[src/rtl/multdiv_pkg.sv]
// Shared types and constants for the multiply/divide sequencer.
// Holds the FSM state enum, op enum, width and counter-width constants.
package multdiv_pkg;

  localparam int MULTDIV_WIDTH = 32;
  localparam int MULTDIV_CNT_W = $clog2(MULTDIV_WIDTH) + 1;

  typedef enum logic [2:0] {
    IDLE = 3'd0,
    PREP = 3'd1,
    RUN  = 3'd2,
    FIX  = 3'd3,
    DONE = 3'd4
  } state_e;

  typedef enum logic {
    OP_MULT = 1'b0,
    OP_DIV  = 1'b1
  } op_e;

endpackage

[src/rtl/multdiv_step.sv]
// One iteration of the magnitude datapath: conditional add and shift for
// multiply, or shift and trial subtract/restore for restoring divide.
// Ports: op_i selects the operation; acc_i/mcand_i/b_i are the current
//   accumulator, shifted multiplicand and multiplier/divisor; the *_o
//   ports are their values after one step.
// For divide, acc holds {remainder, quotient-in-progress}.
module multdiv_step
  import multdiv_pkg::*;
#(
  parameter int WIDTH = MULTDIV_WIDTH
) (
  input  op_e                  op_i,
  input  logic [2*WIDTH-1:0]   acc_i,
  input  logic [2*WIDTH-1:0]   mcand_i,
  input  logic [WIDTH-1:0]     b_i,
  output logic [2*WIDTH-1:0]   acc_o,
  output logic [2*WIDTH-1:0]   mcand_o,
  output logic [WIDTH-1:0]     b_o
);

  // Remainder shifted left with the next dividend bit, minus divisor.
  // One extra bit keeps the borrow visible.
  logic [WIDTH:0] trial;

  always_comb begin
    acc_o   = acc_i;
    mcand_o = mcand_i;
    b_o     = b_i;
    trial   = acc_i[2*WIDTH-1:WIDTH-1] - {1'b0, b_i};
    unique case (op_i)
      OP_MULT: begin
        if (b_i[0]) acc_o = acc_i + mcand_i;
        mcand_o = {mcand_i[2*WIDTH-2:0], 1'b0};
        b_o     = {1'b0, b_i[WIDTH-1:1]};
      end
      OP_DIV: begin
        if (!trial[WIDTH])
          acc_o = {trial[WIDTH-1:0], acc_i[WIDTH-2:0], 1'b1};
        else
          acc_o = {acc_i[2*WIDTH-2:0], 1'b0};
      end
    endcase
  end

endmodule

[src/rtl/multdiv_sequencer.sv]
// Multi-cycle signed multiply / divide sequencer for the execute stage.
// Ports: clock, reset_n (async active-low); ctrl_MULT/ctrl_DIV start
//   pulses; data_operandA/B operands; data_result, data_exception and
//   the one-cycle data_resultRDY pulse; busy stalls the pipeline.
// Build option MULTDIV_EARLY_TERM_EN: multiply stops once |B| is consumed.
module multdiv_sequencer
  import multdiv_pkg::*;
#(
  parameter int WIDTH = MULTDIV_WIDTH
) (
  input  logic             clock,
  input  logic             reset_n,
  input  logic             ctrl_MULT,
  input  logic             ctrl_DIV,
  input  logic [WIDTH-1:0] data_operandA,
  input  logic [WIDTH-1:0] data_operandB,
  output logic [WIDTH-1:0] data_result,
  output logic             data_exception,
  output logic             data_resultRDY,
  output logic             busy
);

  localparam int CW = $clog2(WIDTH) + 1;
  localparam logic [CW-1:0] LAST = CW'(WIDTH - 1);

  state_e             state_q, state_d;
  op_e                op_q, op_d;
  logic [CW-1:0]      cnt_q, cnt_d;
  logic               sign_q, sign_d;
  logic               dz_q, dz_d;
  logic [WIDTH-1:0]   a_q, a_d;
  logic [WIDTH-1:0]   b_q, b_d;
  logic [2*WIDTH-1:0] mcand_q, mcand_d;
  logic [2*WIDTH-1:0] acc_q, acc_d;
  logic [WIDTH-1:0]   res_q, res_d;
  logic               exc_q, exc_d;

  logic [2*WIDTH-1:0] step_acc, step_mcand;
  logic [WIDTH-1:0]   step_b;
  logic [WIDTH-1:0]   a_abs, b_abs;
  logic [2*WIDTH-1:0] prod;
  logic [WIDTH-1:0]   quo;
  logic [WIDTH-1:0]   fix_res;
  logic               fix_exc;

  multdiv_step #(.WIDTH(WIDTH)) u_step (
    .op_i    (op_q),
    .acc_i   (acc_q),
    .mcand_i (mcand_q),
    .b_i     (b_q),
    .acc_o   (step_acc),
    .mcand_o (step_mcand),
    .b_o     (step_b)
  );

  assign a_abs = a_q[WIDTH-1] ? -a_q : a_q;
  assign b_abs = b_q[WIDTH-1] ? -b_q : b_q;

  // Sign correction and exception detection.
  always_comb begin
    prod    = sign_q ? -acc_q : acc_q;
    quo     = sign_q ? -acc_q[WIDTH-1:0] : acc_q[WIDTH-1:0];
    fix_res = '0;
    fix_exc = 1'b0;
    if (op_q == OP_MULT) begin
      fix_res = prod[WIDTH-1:0];
      // Fits only if the upper half is a sign extension of bit W-1.
      fix_exc = !((&prod[2*WIDTH-1:WIDTH-1]) ||
                  !(|prod[2*WIDTH-1:WIDTH-1]));
    end else if (dz_q) begin
      fix_res = '0;
      fix_exc = 1'b1;
    end else begin
      fix_res = quo;
      // A positive quotient with the top bit set is only -2^(W-1)/-1.
      fix_exc = !sign_q && acc_q[WIDTH-1];
    end
  end

  always_comb begin
    state_d = state_q;
    op_d    = op_q;
    cnt_d   = cnt_q;
    sign_d  = sign_q;
    dz_d    = dz_q;
    a_d     = a_q;
    b_d     = b_q;
    mcand_d = mcand_q;
    acc_d   = acc_q;
    res_d   = res_q;
    exc_d   = exc_q;
    unique case (state_q)
      IDLE: begin
        if (ctrl_MULT ^ ctrl_DIV) begin
          state_d = PREP;
          op_d    = ctrl_DIV ? OP_DIV : OP_MULT;
          a_d     = data_operandA;
          b_d     = data_operandB;
        end
      end
      PREP: begin
        sign_d = a_q[WIDTH-1] ^ b_q[WIDTH-1];
        b_d    = b_abs;
        cnt_d  = '0;
        dz_d   = 1'b0;
        if (op_q == OP_MULT) begin
          mcand_d = {{WIDTH{1'b0}}, a_abs};
          acc_d   = '0;
        end else begin
          mcand_d = '0;
          acc_d   = {{WIDTH{1'b0}}, a_abs};
        end
        if (op_q == OP_DIV && b_q == '0) begin
          dz_d    = 1'b1;
          state_d = FIX;
`ifdef MULTDIV_EARLY_TERM_EN
        end else if (b_q == '0) begin
          state_d = FIX;
`endif
        end else begin
          state_d = RUN;
        end
      end
      RUN: begin
        acc_d   = step_acc;
        mcand_d = step_mcand;
        b_d     = step_b;
        cnt_d   = cnt_q + 1'b1;
        if (cnt_q == LAST) state_d = FIX;
`ifdef MULTDIV_EARLY_TERM_EN
        if (op_q == OP_MULT && step_b == '0) state_d = FIX;
`endif
      end
      FIX: begin
        res_d   = fix_res;
        exc_d   = fix_exc;
        state_d = DONE;
      end
      DONE: state_d = IDLE;
      default: state_d = IDLE;
    endcase
  end

  always_ff @(posedge clock or negedge reset_n) begin
    if (!reset_n) begin
      state_q <= IDLE;
      op_q    <= OP_MULT;
      cnt_q   <= '0;
      sign_q  <= 1'b0;
      dz_q    <= 1'b0;
      a_q     <= '0;
      b_q     <= '0;
      mcand_q <= '0;
      acc_q   <= '0;
      res_q   <= '0;
      exc_q   <= 1'b0;
    end else begin
      state_q <= state_d;
      op_q    <= op_d;
      cnt_q   <= cnt_d;
      sign_q  <= sign_d;
      dz_q    <= dz_d;
      a_q     <= a_d;
      b_q     <= b_d;
      mcand_q <= mcand_d;
      acc_q   <= acc_d;
      res_q   <= res_d;
      exc_q   <= exc_d;
    end
  end

  assign data_result    = res_q;
  assign data_exception = exc_q;
  assign data_resultRDY = (state_q == DONE);
  assign busy           = (state_q != IDLE);

endmodule

[config.mk]
export PLATFORM = sky130hd
export DESIGN_NAME = multdiv_sequencer
export DESIGN_NICKNAME = d
export VERILOG_FILES = /design/src/rtl/multdiv_pkg.sv /design/src/rtl/multdiv_step.sv /design/src/rtl/multdiv_sequencer.sv
export SDC_FILE = /design/constraint.sdc
export NUM_CORES = 1
export LEC_CHECK = 0
export ABC_CLOCK_PERIOD_IN_PS = 5100
export CAP_MARGIN = 40
export CORE_MARGIN = 2
export CORE_UTILIZATION = 40
export DETAILED_ROUTE_END_ITERATION = 16
export DONT_BUFFER_PORTS = 1
export GPL_TIMING_DRIVEN = 1
export PLACE_DENSITY = 0.6
export SYNTH_ARGS = -nofsm -noshare
export SYNTH_HDL_FRONTEND = slang
export SYNTH_SLANG_ARGS = --single-unit
export TNS_END_PERCENT = 10
[constraint.sdc]
create_clock -name clock -period 5.1 [get_ports clock]
set_input_delay 0.51 -clock clock [delete_from_list [all_inputs] [get_ports clock]]
set_output_delay 0.51 -clock clock [all_outputs]
set_load 0.05 [all_outputs]
; ---- Word level (Yosys, flattened, before mapping)
; Index checks and enable logic that the tools add are counted.
[op_classes]
addsub = 7
n_eq_ne = 10
n_mux = 26
n_bitwise = 3
n_reduce_logical = 19
[op_table]
columns = cell, count
row1 = one-hot mux 64 bit (2 select lines), 3
row2 = 2-to-1 mux 32 bit, 9
row3 = 2-to-1 mux 64 bit, 4
row4 = negator 32 bit, 3
row5 = one-hot mux 32 bit (3 select lines), 1
row6 = adder 64 bit, 1
row7 = negator 64 bit, 1
row8 = AND reduction 33 bit, 1
row9 = OR reduction 33 bit, 1
row10 = subtractor 33 x 32 -> 33 bit, 1
row11 = logical NOT 32 bit, 1
row12 = one-hot mux 3 bit (4 select lines), 1
row13 = one-hot mux 6 bit (2 select lines), 1
row14 = inequality test 2 bit (second input constant), 4
row15 = AND reduction 2 bit, 4
row16 = adder 6 x 1 -> 6 bit (second input constant), 1
row17 = == test 3 x 2 -> 1 bit (second input constant), 2
row18 = == test 6 x 5 -> 1 bit (second input constant), 1
row19 = 2-to-1 mux 3 bit, 2
row20 = nonzero test 3 bit, 2
row21 = 2-to-1 mux 1 bit, 5
row22 = AND reduction 4 bit, 1
row23 = == test 3 x 1 -> 1 bit (second input constant), 1
row24 = == test 3 bit (second input constant), 1
row25 = other kinds (9), 13
[totals]
register_bits = 237
in_bits = 68
output_inout_bits = 35
elab_cells = 77

; ---- Longest topological paths before layout
; Gate-level depths: netlist of the first run.
[depth]
ltp_word = 7
ltp_mapped = 15
depth_no_buf = 14

; ---- Cells and area by module
; A second synthesis of the first run with hierarchy kept.
[unflattened]
cells_unflattened = 2480
area_unflattened_um2 = 20726.1
[modules_own_cells]
columns = mod, n_inst, cells_per_inst, area_each_um2, seq_area_each_um2
row1 = multdiv_sequencer, 1, 1249, 12413.2, 5930.7
row2 = multdiv_step, 1, 1231, 8313.0, 0.0

; ---- Least setup slack after synthesis of the first run
; OpenSTA, ideal clock, no wires.
[synth_path]
kind = reg2reg
from = register mcand_q[0]
to = register acc_q[58]
setup_ns = 0.131
t_arrival_ns = 3.639
t_required_ns = 4.969
path_slack_ns = 1.330
path_stages_with_launch = 14
n_path_buf = 0
period_less_slack_ns = 3.770
path_cell_list = dfrtp_1 > ha_1 > fa_1 > a211oi_2 > o21ai_1 > a2111oi_2 > nor3_1 > o21a_1 > o41a_1 > and4_4 > o31a_1 > a21bo_1 > nor4b_1 > or3_1
[synth_via]
elab_chain_cells = 4
[synth_rtl]
columns = item, line_no
row1 = from (decl), multdiv_sequencer.sv:33  ; logic [2*WIDTH-1:0] mcand_q, mcand_d;
row2 = from (signal assigned), multdiv_sequencer.sv:165  ; mcand_q <= mcand_d;
row3 = adder 64 bit, multdiv_step.sv:32  ; if (b_i[0]) acc_o = acc_i + mcand_i;
row4 = 2-to-1 mux 64 bit, multdiv_step.sv:32
row5 = one-hot mux 64 bit (2 select lines), multdiv_step.sv:30  ; unique case (op_i)
row6 = one-hot mux 64 bit (2 select lines), multdiv_sequencer.sv:92  ; unique case (state_q)
row7 = to (signal assigned), multdiv_sequencer.sv:154  ; acc_q <= '0;
row8 = to (signal assigned), multdiv_sequencer.sv:166  ; acc_q <= acc_d;
row9 = to (decl), multdiv_sequencer.sv:34  ; logic [2*WIDTH-1:0] acc_q, acc_d;
; No other way between the ends. The select of a mux whose other input is x is not followed.
; A chain may end at the register's enable or synchronous reset.

; ---- Final worst setup path of the first run
[layout_path]
from = register b_q[5]
to = register acc_q[46]
[layout_via]
elab_chain_cells = 4
[layout_rtl]
columns = item, line_no
row1 = from (decl), multdiv_sequencer.sv:32  ; logic [WIDTH-1:0] b_q, b_d;
row2 = from (signal assigned), multdiv_sequencer.sv:152  ; b_q <= '0;
row3 = from (signal assigned), multdiv_sequencer.sv:164  ; b_q <= b_d;
row4 = subtractor 33 x 32 -> 33 bit, multdiv_step.sv:29  ; trial = acc_i[2*WIDTH-1:WIDTH-1] - {1'b0, b_i};
row5 = 2-to-1 mux 64 bit, multdiv_step.sv:37  ; if (!trial[WIDTH])
row6 = one-hot mux 64 bit (2 select lines), multdiv_step.sv:30
row7 = one-hot mux 64 bit (2 select lines), multdiv_sequencer.sv:92
; No other way between the ends.

==> results of run 1 <==
## stage by stage
step           worst slack, ns  instances  hold slack (ns)  area (µm²)
2_1_floorplan             1.33       2282            0.214       18600
3_3_place_gp             0.962       2786            0.223       19100
3_5_place_dp             0.914       2789            0.224       19200
4_1_cts                  0.884       2840           -0.403       20200
5_1_grt                  0.610       2840           -0.396       20200
6_report                 0.887       2841           -0.371       20200
## power by group
part	switching (mW)	total [mW]	leakage, nW	internal [mW]
sequential	1.34	3.89	3.05	2.55
combinational	5.11	8.10	5.47	2.99
clock	0.881	2.23	0.500	1.34
total	7.33	14.2	9.02	6.89
## final timing paths
| check | end | slack [ns] | cells after the start |
|---|---|---|---|
| worst max-delay path | acc_q[46] | 0.89 | 14 |
| worst min-delay path | a_q[10] | -0.37 | 0 |
| worst max register to register | acc_q[46] | 0.89 | 14 |
| worst min register to register | cnt_q[5] | 0.49 | 1 |
| max in group asynchronous | b_q[23] | 5.05 | 0 |
| min in group clock | a_q[0] | 0.07 | 1 |
## registers in the layout, indices dropped and copies added (netlist names)
| name | flops |
|---|---|
| op_q | 1 |
| a_q | 32 |
| acc_q | 64 |
| state_q | 3 |
| b_q | 32 |
| cnt_q | 6 |
| data_result | 32 |
| dz_q | 1 |
| data_exception | 1 |
| sign_q | 1 |
| mcand_q | 64 |
## kinds of logic (layout without fill, tap and decap cells)
| kind of cell | Yosys count | count (layout) | share of synthesized area |
|---|---|---|---|
| other | 0 | 1 | 0 |
| muxes | 77 | 77 | 0.0436 |
| and+or+nand+nor | 697 | 697 | 0.177 |
| adders and majority gates | 101 | 101 | 0.0687 |
| buffers and inverters | 195 | 146 | 0.0399 |
| xor gates and xnor gates | 165 | 165 | 0.0776 |
| AOI/OAI and AO/OA | 810 | 810 | 0.275 |
| DFF | 237 | 237 | 0.319 |
## cell usage in the layout, fill, tap and decap left out, types with 15 or more instances in the layout
cell type,synthesis,final
a21o_1,71,70
a21oi_1,161,161
a22oi_1,47,47
a2bb2oi_1,31,31
a31oi_1,42,42
buf_4,1,31
clkbuf_16,0,29
dfrtp_1,237,235
ha_1,99,99
inv_1,61,61
mux2_2,33,33
mux2i_1,44,44
nand2_1,300,299
nand2b_1,25,25
nand3_1,39,39
nand4_1,32,32
nor2_1,134,131
nor3_1,42,41
nor4_1,15,15
o21ai_0,277,277
o31ai_1,39,39
or3_1,29,29
xnor2_1,79,79
xor2_1,86,86
## cell type report
cell class                 instances  area, µm²  share of cell area
antenna                            1       2.50            0.000124
multi-input combinational       1850      12000               0.593
clock buffer                      41        841              0.0416
clock inverter                    10        169             0.00836
tap                              607        759              0.0376
timing repair buffer              33        275              0.0136
sequential                       237       5930               0.294
inverter                          62        233              0.0115
## Yosys cell counts, types with 31 or more instances
master / n
mux2i_1: 44
nor2_1: 134
inv_1: 61
nor3_1: 42
a31oi_1: 42
nand4_1: 32
o21ai_0: 277
mux2_2: 33
a21o_1: 71
nand3_1: 39
ha_1: 99
dfrtp_1: 237
a21oi_1: 161
xor2_1: 86
o31ai_1: 39
xnor2_1: 79
a22oi_1: 47
clkbuf_1: 117
nand2_1: 300
a2bb2oi_1: 31
## per-layer routing
layer / vias up / track usage
met5: - / 0
met4: 2 / 0.0553
met3: 84 / 0.0402
met2: 626 / 0.356
met1: 8378 / 0.365
li1: 8241 / -
==> run_results.csv, run 1 <==
group,metric,value,unit
clock_tree,clk_path_buf_depth,3,
clock_tree,cts_max_level,1,
sta,finClkSkew,0.0159,ns
drt,drtPass1Iterations,6,
floorplan,die-width,220,µm
setup_path,worstSetupStartpoint,"b_q[5]",
drt,wl_met3,4980,µm
synth,synthesis.nets,2451,
final_layout,drive_above_1_share,0.0685,
floorplan,fp-row-count,79,
synth,yosys.area.top_type_share,0.319,
sta,max_freq,0.237,GHz
global_route,grt_usage,0.241,
setup_path,max_stage_delay,0.43,ns
run,drv_cap,0,
run_status,status,"complete, but fails checks",
global_route,grt_pass1_vias,16400,
drt,drt-total-wl,58800,µm
hold_path,hp-class,"input port to async pin",
global_route,grt_max_degree,238,
sta,hold_viol,237,
global_route,grt-ovfl-total,0,
synth,synth-edff-count,0,
clock_tree,clkTransAtPathRegs,0.07,ns
sta,tightest_slew,0.836,ns
synth,ys_seq_area_frac,0.319,
synth,yosysTopAreaCell,"dfrtp_1",
floorplan,coreArea,0.0463,mm²
setup_path,crit_family,"compound AO/OA/AOI/OAI gates",
setup_path,criticalPathCategory,"flop to flop",
drt,drc,0,
synth,ys_seq_elements,237,
final_layout,nNetsFinal,2382,
clock_tree,ctsRootBufferMaster,"clkbuf_16",
sta,slew-limit-headroom,0.437,
clock_tree,cts_buffers,29,
setup_path,cp_common_cell,"buf_4",
synth,ys.flop_type,"dfrtp_1",
drt,drtIter0Drc,1775,
setup_path,cp.arrival,4.68,ns
synth,synth_cell_types,80,
global_route,antenna_found_initial,2,
final_layout,final_util,0.437,
drt,antenna_left,0,
setup_path,crit_fanout,22,
clock_tree,cts_resized,0,
power_and_ir_drop,p_leak,9.02,nW
synth,syn_area,0.0186,mm²
setup_path,reg2reg_from,"b_q[5]",
placed_design,dpl.hpwl,43500,µm
power_and_ir_drop,vdd_drop_max,0.523,mV
drt,wl_met2,24300,µm
setup_path,cp_slowest_cell,"dfrtp_1",
drt,vias,17300,
setup_path,cp.required,5.57,ns
power_and_ir_drop,p_per_area,704,mW/mm²
synth,async_flop_share,1.00,
sta,fin_crit_sh,0.826,
clock_tree,cts.sink_count,237,
sta,slew_violations,0,
placed_design,gp_congestion,0.928,
drt,routedWlPerCell,20.7,µm
setup_path,cp-start-kind,"flop",
clock_tree,postCtsSetupRepairBufs,0,
run_status,violations,"hold timing",
global_route,grt_pass1_wl,93000,µm
sta,finalCriticalPeriod,4.21,ns
synth,avgSynthCellArea,8.16,µm²
power_and_ir_drop,total_power,14.2,mW
synth,netlist_instances,2282,
drt,via_per_inst,6.10,
clock_tree,cts_tree,"yes",
setup_path,end_kind,"flop",
final_layout,fillers,4532,
synth,ys_warn_count,0,
sta,setup_violations,0,
placed_design,port_buffers,0,
floorplan,die_area,0.0483,mm²
synth,synthTopCellsByArea,"dfrtp_1, o21ai_0, ha_1",
floorplan,top_level_ports,103,
final_layout,areaGrowthSynthToFinish,8.49,%
sta,setup-tns-final,0,ns
sta,holdWs,-0.371,ns
setup_path,path_cells,"inv_1 > ha_1 > a21o_1 > or3_1 > o21ai_1 > o211ai_1 > o31a_1 > o311a_1 > a211oi_4 > buf_4 > buf_4 > mux2i_1 > nor2_1 > a221o_1",
drt,top_layer_used,"met5",
floorplan,dieHeight,220,µm
clock_tree,worstSkewPairLatency,0.59,ns
floorplan,initial_core_util,0.402,
drt,routedLengthMet1,28400,µm
sta,rsz0062_at_grt,"no",
setup_path,timing.critical_path.buf_inv,3,
Note: power is estimated with default switching activity, not from simulation.
==> inputs of run 2 (changes only) <==
--- a/config.mk
+++ b/config.mk
@@ -5,14 +5,14 @@
 export SDC_FILE = /design/constraint.sdc
 export NUM_CORES = 1
 export LEC_CHECK = 0
-export ABC_CLOCK_PERIOD_IN_PS = 5100
+export ABC_CLOCK_PERIOD_IN_PS = 3450
 export CAP_MARGIN = 40
 export CORE_MARGIN = 2
 export CORE_UTILIZATION = 40
 export DETAILED_ROUTE_END_ITERATION = 16
 export DONT_BUFFER_PORTS = 1
 export GPL_TIMING_DRIVEN = 1
-export PLACE_DENSITY = 0.6
+export PLACE_DENSITY = 0.62
 export SYNTH_ARGS = -nofsm -noshare
 export SYNTH_HDL_FRONTEND = slang
 export SYNTH_SLANG_ARGS = --single-unit
==> constraint.sdc (replaced) <==
create_clock -name clock -period 3.45 [get_ports clock]
set_input_delay 0.345 -clock clock [delete_from_list [all_inputs] [get_ports clock]]
set_output_delay 0.345 -clock clock [all_outputs]
set_load 0.05 [all_outputs]
==> run_results.csv, run 2 (synthesized netlist as in run 1, its figures left out) <==
group,metric,value,unit
setup_path,criticalPathCategory,"flop to flop",
power_and_ir_drop,p_sw,11.6,mW
final_layout,drive_above_1_share,0.176,
drt,top_layer_used,"met4",
global_route,grt_pass1_vias,17600,
floorplan,dieHeight,220,µm
setup_path,crit_fanout,3,
power_and_ir_drop,p_clk_frac,0.147,
global_route,grt_pass1_wl,97700,µm
drt,drtIter0Drc,1836,
placed_design,gp_congestion,0.965,
clock_tree,cts_hold_buf,47,
drt,drt-total-wl,62400,µm
run_status,violations,"hold timing, setup timing",
power_and_ir_drop,power.internal,11.7,mW
floorplan,fp-row-count,79,
clock_tree,clkTransAtPathRegs,0.06,ns
clock_tree,ctsRootBufferMaster,"clkbuf_16",
final_layout,largest_registers,"acc_q: 64 flops, mcand_q: 64 flops",
drt,routedLengthMet1,30800,µm
clock_tree,clk_path_buf_depth,3,
sta,rsz0062_at_grt,"yes",
drt,antenna_left,0,
sta,fin_crit_sh,1.11,
run_status,status,"complete, but fails checks",
hold_path,hp-class,"input port to async pin",
global_route,antenna_found_initial,0,
floorplan,initial_core_util,0.402,
sta,finClkSkew,0.0164,ns
floorplan,die_area,0.0483,mm²
power_and_ir_drop,p_comb_frac,0.623,
power_and_ir_drop,sw_frac_of_total,0.496,
sta,slew-limit-headroom,0.390,
global_route,grt_usage,0.253,
drt,wl_met3,4220,µm
sta,slew_violations,0,
setup_path,cp.arrival,4.32,ns
power_and_ir_drop,p_per_area,1020,mW/mm²
clock_tree,cts.sink_count,237,
power_and_ir_drop,total_power,23.3,mW
drt,via_per_inst,5.89,
sta,finalCriticalPeriod,3.84,ns
drt,vias,18400,
drt,wl_met2,26200,µm
final_layout,areaGrowthSynthToFinish,22.5,%
final_layout,fillers,4406,
sta,setup-tns-final,-1.15,ns
drt,drtPass1Iterations,6,
floorplan,die-width,220,µm
clock_tree,cts_tree,"yes",
final_layout,nNetsFinal,2662,
final_layout,register_area,0.00593,mm²
floorplan,top_level_ports,103,
sta,tightest_slew,0.911,ns
sta,max_freq,0.260,GHz
clock_tree,cts_max_level,1,
sta,fin_ws,-0.392,ns
run,drv_cap,0,
floorplan,coreArea,0.0463,mm²
drt,drc,0,
final_layout,final_cell_mix,"nand2_1, o21ai_0, buf_4",
sta,setup_violations,7,
power_and_ir_drop,sequentialPowerShare,0.231,
global_route,grt-ovfl-total,0,
final_layout,final_common_cell,"nand2_1",
clock_tree,cts_buffers,31,
clock_tree,worstSkewPairLatency,0.60,ns
setup_path,max_stage_delay,0.39,ns
setup_path,cp_slowest_cell,"dfrtp_1",
power_and_ir_drop,p_leak,10.4,nW
drt,routedWlPerCell,20.0,µm
final_layout,antenna_cells,0,
placed_design,port_buffers,0,
setup_path,end_kind,"flop",
setup_path,cp.required,3.93,ns
sta,holdWs,-0.540,ns
power_and_ir_drop,vdd_drop_max,0.702,mV
sta,hold_viol,237,
placed_design,dpl.hpwl,46800,µm
global_route,grt_max_degree,238,
setup_path,cp-start-kind,"flop",
final_layout,multiInputGateArea,0.0123,mm²
setup_path,path_cells,"ha_2 > fa_2 > a211oi_2 > o21ai_2 > a2111oi_2 > buf_4 > nor3_2 > o21a_1 > o41a_1 > and4_4 > o31a_1 > a21bo_1 > nor4b_2 > or3_1",
[run 2: cell types whose count changed in the layout (fill, tap and decap cells not counted), sizes merged]
cell | previous run | this run
clkbuf | 41 | 39
diode | 1 | 0
buf | 33 | 264
clkinv | 5 | 8
dlygate4sd3 | 0 | 47
clkinvlp | 0 | 3
[run 2: stage by stage]
step	instances	hold WS, ns	setup WS [ns]	util	instance area, µm²
6_report	3122	-0.540	-0.392	0.493	22800
5_1_grt	3122	-0.575	-0.495	0.493	22800
4_1_cts	3117	-0.574	-0.392	0.488	22600
3_5_place_dp	3011	0.0590	-0.413	0.451	20900
3_3_place_gp	3010	0.0581	-0.410	0.451	20900
2_1_floorplan	2282	0.0494	-0.177	-	18600
[run 2: cell type report]
type	count	share of cell area
well taps	607	0.0333
clock buffers	39	0.0375
repair buffers	311	0.110
inverters	62	0.0102
flip-flops and latches	237	0.260
clock inverters	16	0.00905
multi-input cells	1850	0.540
[run 2: routing by layer]
metal | track usage | vias to the layer above
li1 | - | 8795
met1 | 0.383 | 8918
met2 | 0.381 | 615
met3 | 0.0357 | 76
met4 | 0.0515 | 0
met5 | 0 | -
[run 2: timing repair]
item | 4_1_cts | 5_1_grt
gates cloned | 0 | 0
hold endpoints to repair | 282 | 237
resized for setup | 36 | 45
buffers inserted | 4 | 5
endpoints found under the setup margin | 34 | 38
pin swaps | 5 | 11
[run 2: final timing paths]
path / start / slack, ns / cells after the start / to
max in group asynchronous: reset_n / 3.61 / 0 / b_q[29]
worst min-delay path: reset_n / -0.54 / 0 / mcand_q[39]
min in group clock: data_operandB[13] / 0.02 / 2 / b_q[13]
worst max register to register: mcand_q[0] / -0.39 / 14 / acc_q[58]
worst min register to register: dz_q / 0.49 / 2 / dz_q
worst max-delay path: mcand_q[0] / -0.39 / 14 / acc_q[58]
[run 2: power by group through the flow]
stage / combinational (mW) / sequential, mW / clock [mW]
floorplan: 8.93 / 5.12 / 0
global placement: 13.5 / 5.33 / 0
detailed placement: 13.7 / 5.38 / 0
CTS: 14.1 / 5.35 / 3.48
global route: 15.8 / 5.51 / 3.60
finish: 14.5 / 5.37 / 3.42
[run 2: critical path, delay by kind of cell (launching register included)]
kind,cells,cell delay [ns]
AOI/OAI and AO/OA,7,1.78
and+or+nand+nor,4,0.79
adders and majority gates,2,0.55
DFF,1,0.39
buffers and inverters,1,0.19
==> inputs of run 3 (changes only) <==
--- a/config.mk
+++ b/config.mk
@@ -15,5 +15,6 @@
 export PLACE_DENSITY = 0.62
 export SYNTH_ARGS = -nofsm -noshare
 export SYNTH_HDL_FRONTEND = slang
+export SYNTH_HIERARCHICAL = 1
 export SYNTH_SLANG_ARGS = --single-unit
 export TNS_END_PERCENT = 10
==> run_results.csv, run 3 <==
group,metric,value,unit
synth,yosysTopAreaCell,"dfrtp_1",
placed_design,post-place-ws,-0.274,ns
setup_path,regToRegEndpoint,"acc_q[63]",
global_route,grt-ovfl-total,0,
floorplan,dieHeight,232,µm
synth,ys_seq_elements,237,
sta,fin_crit_sh,1.01,
global_route,grt_max_degree,238,
sta,finalCriticalPeriod,3.50,ns
sta,fin_ws,-0.0482,ns
floorplan,top_level_ports,103,
setup_path,cp-start-kind,"flop",
power_and_ir_drop,power.internal,14.3,mW
floorplan,coreArea,0.0513,mm²
clock_tree,cts_buffers,31,
sta,hold_viol,237,
clock_tree,clkTransAtPathRegs,0.06,ns
setup_path,reg2reg_from,"mcand_q[1]",
synth,avgSynthCellArea,8.36,µm²
power_and_ir_drop,p_clk_frac,0.130,
clock_tree,cts_tree,"yes",
drt,drtPass1Iterations,6,
clock_tree,cts_hold_buf,61,
floorplan,die-width,232,µm
power_and_ir_drop,sw_frac_of_total,0.488,
setup_path,rr_worst_depth,13,
final_layout,nNetsFinal,2967,
sta,rsz0062_at_grt,"yes",
synth,yosys.area.top_type_share,0.286,
synth,ys_warn_count,6,
final_layout,final_common_cell,"buf_4",
floorplan,die_area,0.0537,mm²
sta,max_freq,0.286,GHz
synth,ys_seq_area_frac,0.286,
power_and_ir_drop,p_leak,11.8,nW
hold_path,hp-class,"input port to async pin",
power_and_ir_drop,p_per_area,1060,mW/mm²
global_route,grt_pass1_wl,115000,µm
setup_path,ff2ff_setup_slack,-0.05,ns
drt,drt-total-wl,72900,µm
placed_design,dp.cells,3369,
sta,finClkSkew,0.0134,ns
sta,setup_violations,2,
setup_path,crit_fanout,3,
run_status,violations,"hold timing, setup timing",
final_layout,final_cells,3501,
drt,drc,0,
synth,synth_most_common_cell,"o21ai_0",
synth,netlist_top_cells_count,"o21ai_0, nand2_1, dfrtp_1",
final_layout,areaGrowthSynthToFinish,26.8,%
run_status,status,"complete, but fails checks",
final_layout,drive_above_1_share,0.237,
global_route,grt_usage,0.265,
synth,ys.flop_type,"dfrtp_1",
drt,antenna_left,0,
power_and_ir_drop,total_power,27.8,mW
sta,holdWs,-0.561,ns
power_and_ir_drop,p_sw,13.6,mW
final_layout,largest_registers,"acc_q: 64 flops, mcand_q: 64 flops",
drt,via_per_inst,6.02,
setup_path,worstSetupStartpoint,"mcand_q[1]",
final_layout,final_cell_mix,"buf_4, o21ai_0, nand2_1",
final_layout,final_util,0.512,
setup_path,cp.arrival,3.99,ns
drt,routedWlPerCell,20.8,µm
floorplan,initial_core_util,0.404,
synth,synthesis.nets,2649,
clock_tree,clk_path_buf_depth,3,
floorplan,fp-row-count,83,
placed_design,gp_congestion,0.952,
clock_tree,cts_max_level,1,
power_and_ir_drop,sequentialPowerShare,0.200,
synth,synth_cell_types,90,
setup_path,cp.required,3.94,ns
synth,async_flop_share,1.00,
clock_tree,cts.sink_count,237,
placed_design,port_buffers,0,
final_layout,antenna_cells,0,
synth,netlist_instances,2480,
placed_design,dpl.hpwl,52800,µm
setup_path,criticalPathCategory,"flop to flop",
drt,vias,21100,
setup_path,end_kind,"flop",
sta,tightest_slew,0.866,ns
clock_tree,ctsRootBufferMaster,"clkbuf_16",
power_and_ir_drop,vdd_drop_max,0.680,mV
synth,synthTopCellsByArea,"dfrtp_1, o21ai_0, ha_1",
sta,slew_violations,0,
power_and_ir_drop,p_comb_frac,0.670,
run,drv_cap,0,
synth,synth-edff-count,0,
drt,drtIter0Drc,1995,
global_route,antenna_found_initial,1,
clock_tree,worstSkewPairLatency,0.60,ns
global_route,grt_pass1_vias,20500,
sta,slew-limit-headroom,0.423,
synth,syn_area,0.0207,mm²
[run 3: cell types whose count changed after synthesis, sizes merged, moves of 20 or more]
cell     before  now
mux2         33  102
a22o          1   65
nand2       300  241
a2bb2oi      31    1
a221oi        4   25
a31oi        42   21
inv          62   82
[run 3: per-layer routing]
| metal | wire (µm) | track usage | vias to the layer above |
|---|---|---|---|
| li1 | - | - | 9906 |
| met4 | 2580 | 0.0851 | 0 |
| met3 | 4280 | 0.0319 | 139 |
| met1 | 31700 | 0.356 | 10300 |
| met2 | 34300 | 0.444 | 687 |
| met5 | 0 | 0 | - |
[run 3: area by class of cell]
cell class / count / area (µm²)
Inverter: 84 / 315
Multi-Input combinational cell: 2005 / 14400
Timing Repair Buffer: 439 / 3610
Clock inverter: 14 / 235
Clock buffer: 42 / 897
Tap cell: 680 / 851
Fill cell: 4873 / 25000
Sequential cell: 237 / 5940
[run 3: what timing repair did]
| action | 4_1_cts | 5_1_grt |
|---|---|---|
| gates cloned | 1 | 1 |
| resized for setup | 36 | 83 |
| setup endpoints to repair | 35 | 60 |
| hold endpoints to repair | 296 | 237 |
| pin swaps | 12 | 32 |
| buffers inserted | 3 | 10 |
[run 3: worst max path at each step]
stage,to,cells past startpoint
detailed placement,data_exception,13
CTS,data_exception,13
global placement,data_exception,9
finish,acc_q[63],13
floorplan,acc_q[63],12
global route,data_exception,14
[run 3: logic make-up after synthesis]
| group | after synthesis | share of synthesized area |
|---|---|---|
| AO/OA/AOI/OAI | 896 | 0.287 |
| XOR/XNOR | 168 | 0.0714 |
| adder cells (fa/ha/maj) | 101 | 0.0617 |
| buffers and inverters | 238 | 0.0445 |
| flip-flops | 237 | 0.286 |
| multiplexers | 161 | 0.0839 |
| AND/OR/NAND/NOR | 679 | 0.165 |
[run 3: metrics by stage]
stage	area (µm²)	hold slack, ns	setup TNS [ns]
after floorplan	20700	0.0494	0
after global placement	23800	0.0547	-2.16
after detailed placement	23800	0.0556	-2.94
after CTS	25800	-0.582	-0.117
after global routing	26300	-0.582	-1.16
final	26300	-0.561	-0.0933
[run 3: power groups by stage]
stage / combinational, mW / sequential (mW) / clock, mW
2_1_floorplan: 10.9 / 5.53 / 0
3_3_place_gp: 16.9 / 5.55 / 0
3_5_place_dp: 17.3 / 5.55 / 0
4_1_cts: 17.9 / 5.52 / 3.70
5_1_grt: 20.3 / 5.72 / 3.80
6_report: 18.7 / 5.56 / 3.62
[run 3: worst max-delay path, stage by stage (launching register included)]
cell	delay [ns]
dfrtp_1	0.40
ha_1	0.30
a211oi_1	0.07
buf_4	0.14
o31ai_4	0.34
o2111ai_2	0.17
a311o_1	0.40
a2111oi_4	0.39
o21ai_2	0.14
a2111o_1	0.40
o211ai_2	0.08
xor2_1	0.08
mux2_2	0.27
a22o_1	0.20
